## src/rtl/cpu_bus_wait_bridge_if.sv

```systemverilog
// Bus bundle between the RV32 CPU wrapper, the wait bridge and the slow target.
// The bridge takes the slave view. The environment (CPU wrapper plus target,
// or a testbench) takes the master view.
//
// Handshake: the CPU side issues a one-cycle cpu_req_i strobe with its address,
// data and strobes valid in that same cycle. The target side sees per_req_o held
// high with stable per_* fields until it returns a one-cycle per_ack_i. For
// reads, per_rdata_i must be valid in the cycle where per_ack_i is high.
interface cpu_bus_wait_bridge_if #(
  parameter int address_width = 32
);
  logic                     cpu_req_i;
  logic [address_width-1:0] cpu_address_i;
  logic [31:0]              cpu_wdata_i;
  logic [3:0]               cpu_wstrb_i;
  logic [31:0]              cpu_rdata_o;
  logic                     cpu_halt_o;
  logic                     per_req_o;
  logic [address_width-1:0] per_addr_o;
  logic [31:0]              per_wdata_o;
  logic [3:0]               per_wstrb_o;
  logic                     per_we_o;
  logic [31:0]              per_rdata_i;
  logic                     per_ack_i;
  logic                     err_o;
  logic                     err_clr_i;

  modport slave (
    input  cpu_req_i, cpu_address_i, cpu_wdata_i, cpu_wstrb_i,
    input  per_rdata_i, per_ack_i, err_clr_i,
    output cpu_rdata_o, cpu_halt_o, per_req_o, per_addr_o,
    output per_wdata_o, per_wstrb_o, per_we_o, err_o
  );

  modport master (
    output cpu_req_i, cpu_address_i, cpu_wdata_i, cpu_wstrb_i,
    output per_rdata_i, per_ack_i, err_clr_i,
    input  cpu_rdata_o, cpu_halt_o, per_req_o, per_addr_o,
    input  per_wdata_o, per_wstrb_o, per_we_o, err_o
  );
endinterface

```

## src/rtl/cpu_bus_wait_bridge.sv

```systemverilog
// cpu_bus_wait_bridge: turns the CPU wrapper's one-cycle access strobe into a
// held request/acknowledge handshake toward slow targets. While an access is
// outstanding, the CPU is kept halted. Read data goes back through a register.
//
// Optional macro BUS_TIMEOUT_EN: when it is defined, an access that receives
// no ack within TimeoutCycles BUSY cycles is aborted. The abort returns
// ErrorData and sets the sticky err flag. When it is undefined, the bridge
// waits indefinitely and err is tied low.
//
// dbg_state exposes the FSM encoding: 0 = IDLE, 1 = BUSY, 2 = DONE.
module cpu_bus_wait_bridge #(
  parameter int          address_width = 32,
  parameter int          TimeoutCycles = 64,
  parameter logic [31:0] ErrorData     = 32'hDEADBEEF
) (
  input  logic                        clk_i,
  input  logic                        reset_i,
  cpu_bus_wait_bridge_if.slave        bus,
  output logic [1:0]                  dbg_state
);

  typedef enum logic [1:0] {
    IDLE = 2'd0,
    BUSY = 2'd1,
    DONE = 2'd2
  } state_t;

  state_t                   state;
  logic                     per_req;
  logic                     halt;
  logic [31:0]              rdata;
  logic [address_width-1:0] addr;
  logic [31:0]              wdata;
  logic [3:0]               wstrb;

`ifdef BUS_TIMEOUT_EN
  localparam logic [15:0] timeout_limit = 16'(TimeoutCycles);
  logic [15:0] count;
  logic [15:0] count_next;
  logic        err;

  // count holds the number of BUSY cycles already finished without an ack.
  // count_next includes the BUSY cycle that ends on this edge.
  assign count_next = count + 16'd1;
`else
  // In this build the timeout parameters and err_clr_i have no function.
  localparam logic [31:0] unused_timeout_params = ErrorData ^ 32'(TimeoutCycles);
  logic unused_err_clr;
  assign unused_err_clr = bus.err_clr_i;
`endif

  // Request FSM. It latches the access, holds the handshake, and returns read data.
  always_ff @(posedge clk_i) begin
    if (reset_i) begin
      state   <= IDLE;
      per_req <= 1'b0;
      halt    <= 1'b0;
      rdata   <= 32'd0;
      addr    <= '0;
      wdata   <= 32'd0;
      wstrb   <= 4'd0;
`ifdef BUS_TIMEOUT_EN
      count   <= 16'd0;
      err     <= 1'b0;
`endif
    end else begin
`ifdef BUS_TIMEOUT_EN
      // A timeout set later in this block overrides this clear on the same edge.
      if (bus.err_clr_i) err <= 1'b0;
`endif
      case (state)
        IDLE, DONE: begin
          // In DONE a new strobe is accepted as it is in IDLE, which allows
          // back-to-back accesses.
          if (bus.cpu_req_i) begin
            addr    <= bus.cpu_address_i;
            wdata   <= bus.cpu_wdata_i;
            wstrb   <= bus.cpu_wstrb_i;
            per_req <= 1'b1;
            halt    <= 1'b1;
`ifdef BUS_TIMEOUT_EN
            count   <= 16'd0;
`endif
            state   <= BUSY;
          end else begin
            state   <= IDLE;
          end
        end
        BUSY: begin
          // When the ack and the timeout limit fall on the same edge, the ack
          // wins. A new CPU strobe is ignored in this state.
          if (bus.per_ack_i) begin
            if (wstrb == 4'd0) rdata <= bus.per_rdata_i;
            per_req <= 1'b0;
            halt    <= 1'b0;
            state   <= DONE;
`ifdef BUS_TIMEOUT_EN
          end else if (count_next >= timeout_limit) begin
            count   <= timeout_limit;
            rdata   <= ErrorData;
            err     <= 1'b1;
            per_req <= 1'b0;
            halt    <= 1'b0;
            state   <= DONE;
          end else begin
            count   <= count_next;
`endif
          end
        end
        default: begin
          per_req <= 1'b0;
          halt    <= 1'b0;
          state   <= IDLE;
        end
      endcase
    end
  end

  assign bus.cpu_rdata_o = rdata;
  assign bus.cpu_halt_o  = halt;
  assign bus.per_req_o   = per_req;
  assign bus.per_addr_o  = addr;
  assign bus.per_wdata_o = wdata;
  assign bus.per_wstrb_o = wstrb;
  assign bus.per_we_o    = |wstrb;
`ifdef BUS_TIMEOUT_EN
  assign bus.err_o       = err;
`else
  assign bus.err_o       = 1'b0;
`endif
  assign dbg_state       = state;

endmodule

```

## src/flat_wrapper.sv

```systemverilog
// flat-port wrapper written by rule: the top's interface ports become plain ports
module cpu_bus_wait_bridge_flat 
#(
  parameter int          address_width = 32,
  parameter int          TimeoutCycles = 64,
  parameter logic [31:0] ErrorData     = 32'hDEADBEEF
)
  (clk_i, reset_i, dbg_state, bus_cpu_req_i, bus_cpu_address_i, bus_cpu_wdata_i, bus_cpu_wstrb_i, bus_per_rdata_i, bus_per_ack_i, bus_err_clr_i, bus_cpu_rdata_o, bus_cpu_halt_o, bus_per_req_o, bus_per_addr_o, bus_per_wdata_o, bus_per_wstrb_o, bus_per_we_o, bus_err_o);
  cpu_bus_wait_bridge_if #(.address_width(address_width)) bus_i ();
  input  logic clk_i;
  input  logic reset_i;
  output logic [1:0] dbg_state;
  input wire logic [$bits(bus_i.cpu_req_i)-1:0] bus_cpu_req_i;
  input wire logic [$bits(bus_i.cpu_address_i)-1:0] bus_cpu_address_i;
  input wire logic [$bits(bus_i.cpu_wdata_i)-1:0] bus_cpu_wdata_i;
  input wire logic [$bits(bus_i.cpu_wstrb_i)-1:0] bus_cpu_wstrb_i;
  input wire logic [$bits(bus_i.per_rdata_i)-1:0] bus_per_rdata_i;
  input wire logic [$bits(bus_i.per_ack_i)-1:0] bus_per_ack_i;
  input wire logic [$bits(bus_i.err_clr_i)-1:0] bus_err_clr_i;
  output wire logic [$bits(bus_i.cpu_rdata_o)-1:0] bus_cpu_rdata_o;
  output wire logic [$bits(bus_i.cpu_halt_o)-1:0] bus_cpu_halt_o;
  output wire logic [$bits(bus_i.per_req_o)-1:0] bus_per_req_o;
  output wire logic [$bits(bus_i.per_addr_o)-1:0] bus_per_addr_o;
  output wire logic [$bits(bus_i.per_wdata_o)-1:0] bus_per_wdata_o;
  output wire logic [$bits(bus_i.per_wstrb_o)-1:0] bus_per_wstrb_o;
  output wire logic [$bits(bus_i.per_we_o)-1:0] bus_per_we_o;
  output wire logic [$bits(bus_i.err_o)-1:0] bus_err_o;
  assign bus_i.cpu_req_i = bus_cpu_req_i;
  assign bus_i.cpu_address_i = bus_cpu_address_i;
  assign bus_i.cpu_wdata_i = bus_cpu_wdata_i;
  assign bus_i.cpu_wstrb_i = bus_cpu_wstrb_i;
  assign bus_i.per_rdata_i = bus_per_rdata_i;
  assign bus_i.per_ack_i = bus_per_ack_i;
  assign bus_i.err_clr_i = bus_err_clr_i;
  assign bus_cpu_rdata_o = bus_i.cpu_rdata_o;
  assign bus_cpu_halt_o = bus_i.cpu_halt_o;
  assign bus_per_req_o = bus_i.per_req_o;
  assign bus_per_addr_o = bus_i.per_addr_o;
  assign bus_per_wdata_o = bus_i.per_wdata_o;
  assign bus_per_wstrb_o = bus_i.per_wstrb_o;
  assign bus_per_we_o = bus_i.per_we_o;
  assign bus_err_o = bus_i.err_o;
  cpu_bus_wait_bridge #(.address_width(address_width), .TimeoutCycles(TimeoutCycles), .ErrorData(ErrorData)) u_core (.clk_i(clk_i), .reset_i(reset_i), .bus(bus_i), .dbg_state(dbg_state));
endmodule
```

## config.mk

```make
export PLATFORM = sky130hd
export DESIGN_NAME = cpu_bus_wait_bridge_flat
export DESIGN_NICKNAME = d
export VERILOG_FILES = /design/src/rtl/cpu_bus_wait_bridge_if.sv /design/src/rtl/cpu_bus_wait_bridge.sv /design/src/flat_wrapper.sv
export SDC_FILE = /design/constraint.sdc
export NUM_CORES = 1
export LEC_CHECK = 0
export BUFFER_PORTS_ARGS = -buffer_cell sky130_fd_sc_hd__buf_2
export CAP_MARGIN = 20
export CORE_MARGIN = 5
export CORE_UTILIZATION = 44
export DETAILED_ROUTE_END_ITERATION = 10
export GPL_TIMING_DRIVEN = 0
export PLACE_DENSITY_LB_ADDON = 0.2
export REMOVE_ABC_BUFFERS = 1
export SLEW_MARGIN = 20
export SYNTH_ARGS = -nofsm -noshare
export SYNTH_HDL_FRONTEND = slang
export SYNTH_SLANG_ARGS = --single-unit
```

## constraint.sdc

```tcl
create_clock -name clk_i -period 1.55 [get_ports clk_i]
set_input_delay 0.0775 -clock clk_i [delete_from_list [all_inputs] [get_ports clk_i]]
set_output_delay 0.0775 -clock clk_i [all_outputs]
set_load 0.01 [all_outputs]
```

Word level (Yosys, flattened, before mapping)
Cells that the tools add are included.

cells by class
  muxes and demuxes = 6
  equality and inequality tests = 4
  reductions and logical operators = 7

operators with widths
  operator              number
  $logic_not A4 Y1      1
  $ne A2 B2 Y1 const B  2
  $pmux W2 S2           1
  $reduce_and A2 Y1     2
  $reduce_or A4 Y1      1
  $mux W1               3
  $reduce_and A3 Y1     1
  $eq A2 B1 Y1 const B  1
  $eq A2 B2 Y1 const B  1
  $logic_not A2 Y1      1
  $mux W2               1
  $pmux W1 S2           1
  $reduce_or A2 Y1      1

word-level totals
  logic and storage cells = 23
  output and inout bits = 106
  flip-flop bits (word level) = 103
  input port bits = 105

Logic depth before layout (Yosys ltp)
  depth in word-level cells = 4
  mapped depth = 6
  mapped depth without buffers = 3

Worst setup path before layout
Ideal clock, no wire load.

  path kind = flip-flop to flip-flop
  start point = register u_core.wstrb[3], in the netlist u_core.bus.per_wstrb_o[3]
  end point = register u_core.rdata[0], in the netlist u_core.bus.cpu_rdata_o[0]
  data arrival time = 1,440 ps
  clock period less this slack = 1,512 ps
  buffers on the path = 1
  setup slack = 38 ps
  setup time = 72 ps
  stages on the path, launching flop included = 5
  required time = 1,478 ps
  path through = dfxtp_1 -> or4_4 -> nor2_8 -> buf_8 -> mux2i_1

on the way
  word-level cells in the longest chain between the ends = 2

ends and longest elaborated chain
  what                                RTL line                   RTL
  start, declared                     cpu_bus_wait_bridge.sv:34  logic [3:0] wstrb;
  start signal, assigned              cpu_bus_wait_bridge.sv:78  wstrb <= bus.cpu_wstrb_i;
  $logic_not A4 Y1                    cpu_bus_wait_bridge.sv:93  if (wstrb == 4'd0) rdata <= bus.per_rdata_i;
  $reduce_and A3 Y1 (no source line)  --
  end signal, assigned                cpu_bus_wait_bridge.sv:93
  end, declared                       cpu_bus_wait_bridge.sv:31  logic [31:0] rdata;

Every way passes these cells.
A chain may end at the register's enable or synchronous reset.

Worst setup path in the final report
  start point = register u_core.wstrb[2], in the netlist u_core.bus.per_wstrb_o[2]
  end point = register u_core.rdata[1], in the netlist u_core.bus.cpu_rdata_o[1]

Same word-level chain as after synthesis.

==> flow_summary.ini <==
[logic_synthesis]
synth-edff-count = 0
synth_cell_types = 18
ys_top_cells_by_count = nand2_1 (136), dfxtp_1 (103), a21oi_1 (70)
yosys_warnings = 0
synth_seq_area_share_pct = 52.75
synth_area_leaders = dfxtp_1 (53%), nand2_1 (13%), nand2b_1 (10%)
postSynthCellCount = 451
yosysTopAreaCellShare_pct = 52.75
synthArstFlopShare_pct = 0
syn-cell-area_sq_mm = 0.003909
synth_area_per_cell_sq_um = 8.667
synth_top_area_cell = dfxtp_1
synth_seq_cells = 103
synth-main-ff-cell = dfxtp_1
synth.most_common_cell = nand2_1

[global_route]
met2_usage_pct = 40.30
use_met3_pct = 3.662
grt_usage_pct = 22.29
grt_max_degree = 78
grt.busiest_layer = met2
grt_pass1_vias = 4183
antenna_found_initial = 0
grt_pass1_wl_microns = 20220
overflow = 0
gr-usage-met1_pct = 25.72

[timing]
hold_violations = 0
final_critical_path_setup_slack_ns = -0.005142
fin_crit_sh_pct = 100.3
skew_ns = 0.01669
drv_slew = 0
setup_viol = 1
fin_crit_ns = 1.555
fin_hold_ws_ns = 0.02019
fmax_mhz = 643.0
rsz0062_at_grt = yes

[worst_setup_path]
crit_chain = or4_4 -> nor2_8 -> buf_12 -> mux2i_1
cp-start-kind = flip-flop
max_stage_delay_ns = 0.62
crit_slowest_cell = or4_4
critical-path-top-delay-family = simple AND/OR/NAND/NOR gates
cp.required_ns = 1.83
crit_type = flip-flop to flip-flop
end_kind = flip-flop
cp_max_fo = 15
arrival_ns = 1.83
critPathBufInv = 1

[floorplanning]
pin_count = 211
die_area_sq_mm = 0.01087
die_w_microns = 104.3
core_sq_mm = 0.008678
start_util_pct = 45.04
dieHeight_microns = 104.3
rows = 34

[finish]
fin_area_sq_mm = 0.006304
num-fill-cells = 634
diodes = 0
area_growth_pct = 61.27
drive_gt1_share_pct = 32.04
final_core_util_pct = 72.64
layout.nets = 848

[power_and_ir_drop]
vdd_ir_drop_max_v = 0.0004740
p_comb_share_pct = 18.0
power_mw = 5.658
leakagePower_nw = 2.911
power_switching_mw = 1.438
internal_power_mw = 4.220
pwr-share-seq_pct = 50.4
p_clk_share_pct = 31.6
power_switching_share_pct = 25.42
powerDensity_mw_per_mm2 = 897.6

[drt]
vias_per_cell = 4.705
ant_nets = 0
drc_errors = 0
firstDrtPassIters = 4
first_iter_violations = 128
vias = 4018
wl_per_cell_microns = 14.53
postRouteWirelength_microns = 12410

[clock_tree]
clk_latency_ns = 0.35
cts_tree = done
cts_buffer_depth = 2
clock-root-buffer = clkbuf_8
clk_pin_slew_ns = 0.10
htree_levels = 3
numCtsBuffers = 9
cts_num_sinks = 103

[placed_design]
dpl_cell_area_sq_mm = 0.004996
port_buffers = 208
gp_congestion = 0.7465
hpwl_microns = 7470

[run_status]
violations = negative setup slack
status = complete, but fails checks

[hold_path]
hold_class = input pin to flip-flop

[run]
maxCapViolCount = 0
[through the flow]
stage / setup slack, ns / std cells / TNS [ns]
final: -0.005142 / 854 / -0.005142
after detailed placement: -0.2903 / 734 / -8.370
after global routing: -0.04933 / 854 / -0.2958
after CTS: 0.002653 / 852 / 0
after floorplan: -1.391 / 415 / -101.32
after global placement: -2.708 / 731 / -195.74
[path summary, 6_finish.rpt]
path	from	cells after the start	slack [ns]	end
hold reg to reg	u_core.bus.per_wdata_o[13]	2	0.45	u_core.bus.per_wdata_o[13]
setup reg to reg	u_core.bus.per_wstrb_o[2]	4	-0.005	u_core.bus.cpu_rdata_o[1]
setup / recovery	u_core.bus.per_wstrb_o[2]	4	-0.005	u_core.bus.cpu_rdata_o[1]
hold / removal	bus_per_rdata_i[3]	3	0.02	u_core.bus.cpu_rdata_o[3]
[power by group through the flow]
stage | registers [mW] | logic (mW) | clock network (mW)
detailed placement | 2.91 | 0.769 | 0
finish | 2.85 | 1.02 | 1.79
global route | 2.87 | 1.12 | 1.93
CTS | 2.85 | 0.996 | 1.85
global placement | 2.90 | 0.732 | 0
floorplan | 2.98 | 0.287 | 0
[per-layer routing]
| layer | vias to the layer above | share of wire, % |
|---|---|---|
| met5 | - | 0 |
| met4 | 0 | 2.3 |
| met3 | 22 | 4.9 |
| met2 | 137 | 54 |
| met1 | 1837 | 39 |
| li1 | 2022 | - |
[cell type report]
class                           instances  area (sq um)  area share [%]
Timing Repair Buffer                  315          2198           34.87
Sequential cell                       103          2064           32.75
Clock buffer                            9         123.9           1.965
Clock inverter                          5         83.83           1.330
Multi-Input combinational cell        314          1698           26.94
Tap cell                              108         135.1           2.144
[logic make-up after synthesis]
kind of cell	synth area share (%)
mux	8.195
other cells	0.09594
simple gates	25.03
buf+inv	4.833
flops	52.75
compound gates	9.091
[timing repair]
| item | in CTS | in global routing |
|---|---|---|
| buffers inserted | 4 | 1 |
| setup endpoints to repair | 32 | 99 |
| hold endpoints to repair | 99 | 0 |
| pin swaps | 3 | 3 |
| hold buffers | 99 | 0 |
| gates cloned | 1 | 1 |
| gates resized for setup | 1 | 3 |
[worst min-delay path: stages]
cell,delay (ns)
buf_2,0.09
nand2b_1,0.06
mux2i_1,0.07
[flip-flops by register name, indices dropped and copies added, names as in the netlist]
name	count
u_core.bus.cpu_halt_o	1
u_core.bus.per_wstrb_o	4
u_core.bus.per_wdata_o	32
u_core.bus.cpu_rdata_o	32
u_core.dbg_state	2
u_core.bus.per_addr_o	32
[layout by cell type, fill, tap and decap left out, types with 2 or more instances in the layout]
master / Yosys / layout
buf_2: 4 / 206
nand2_1: 136 / 136
dfxtp_1: 103 / 101
dlygate4sd3_1: 0 / 99
a21oi_1: 70 / 70
nand2b_1: 65 / 64
mux2i_1: 32 / 32
clkbuf_8: 0 / 9
buf_4: 2 / 3
buf_16: 0 / 3
buf_12: 0 / 3
nand2b_4: 0 / 2
nor2_1: 2 / 2
bufinv_16: 0 / 2
clkinvlp_4: 0 / 2
dfxtp_2: 0 / 2
Note: power is estimated with default switching activity, not from simulation.
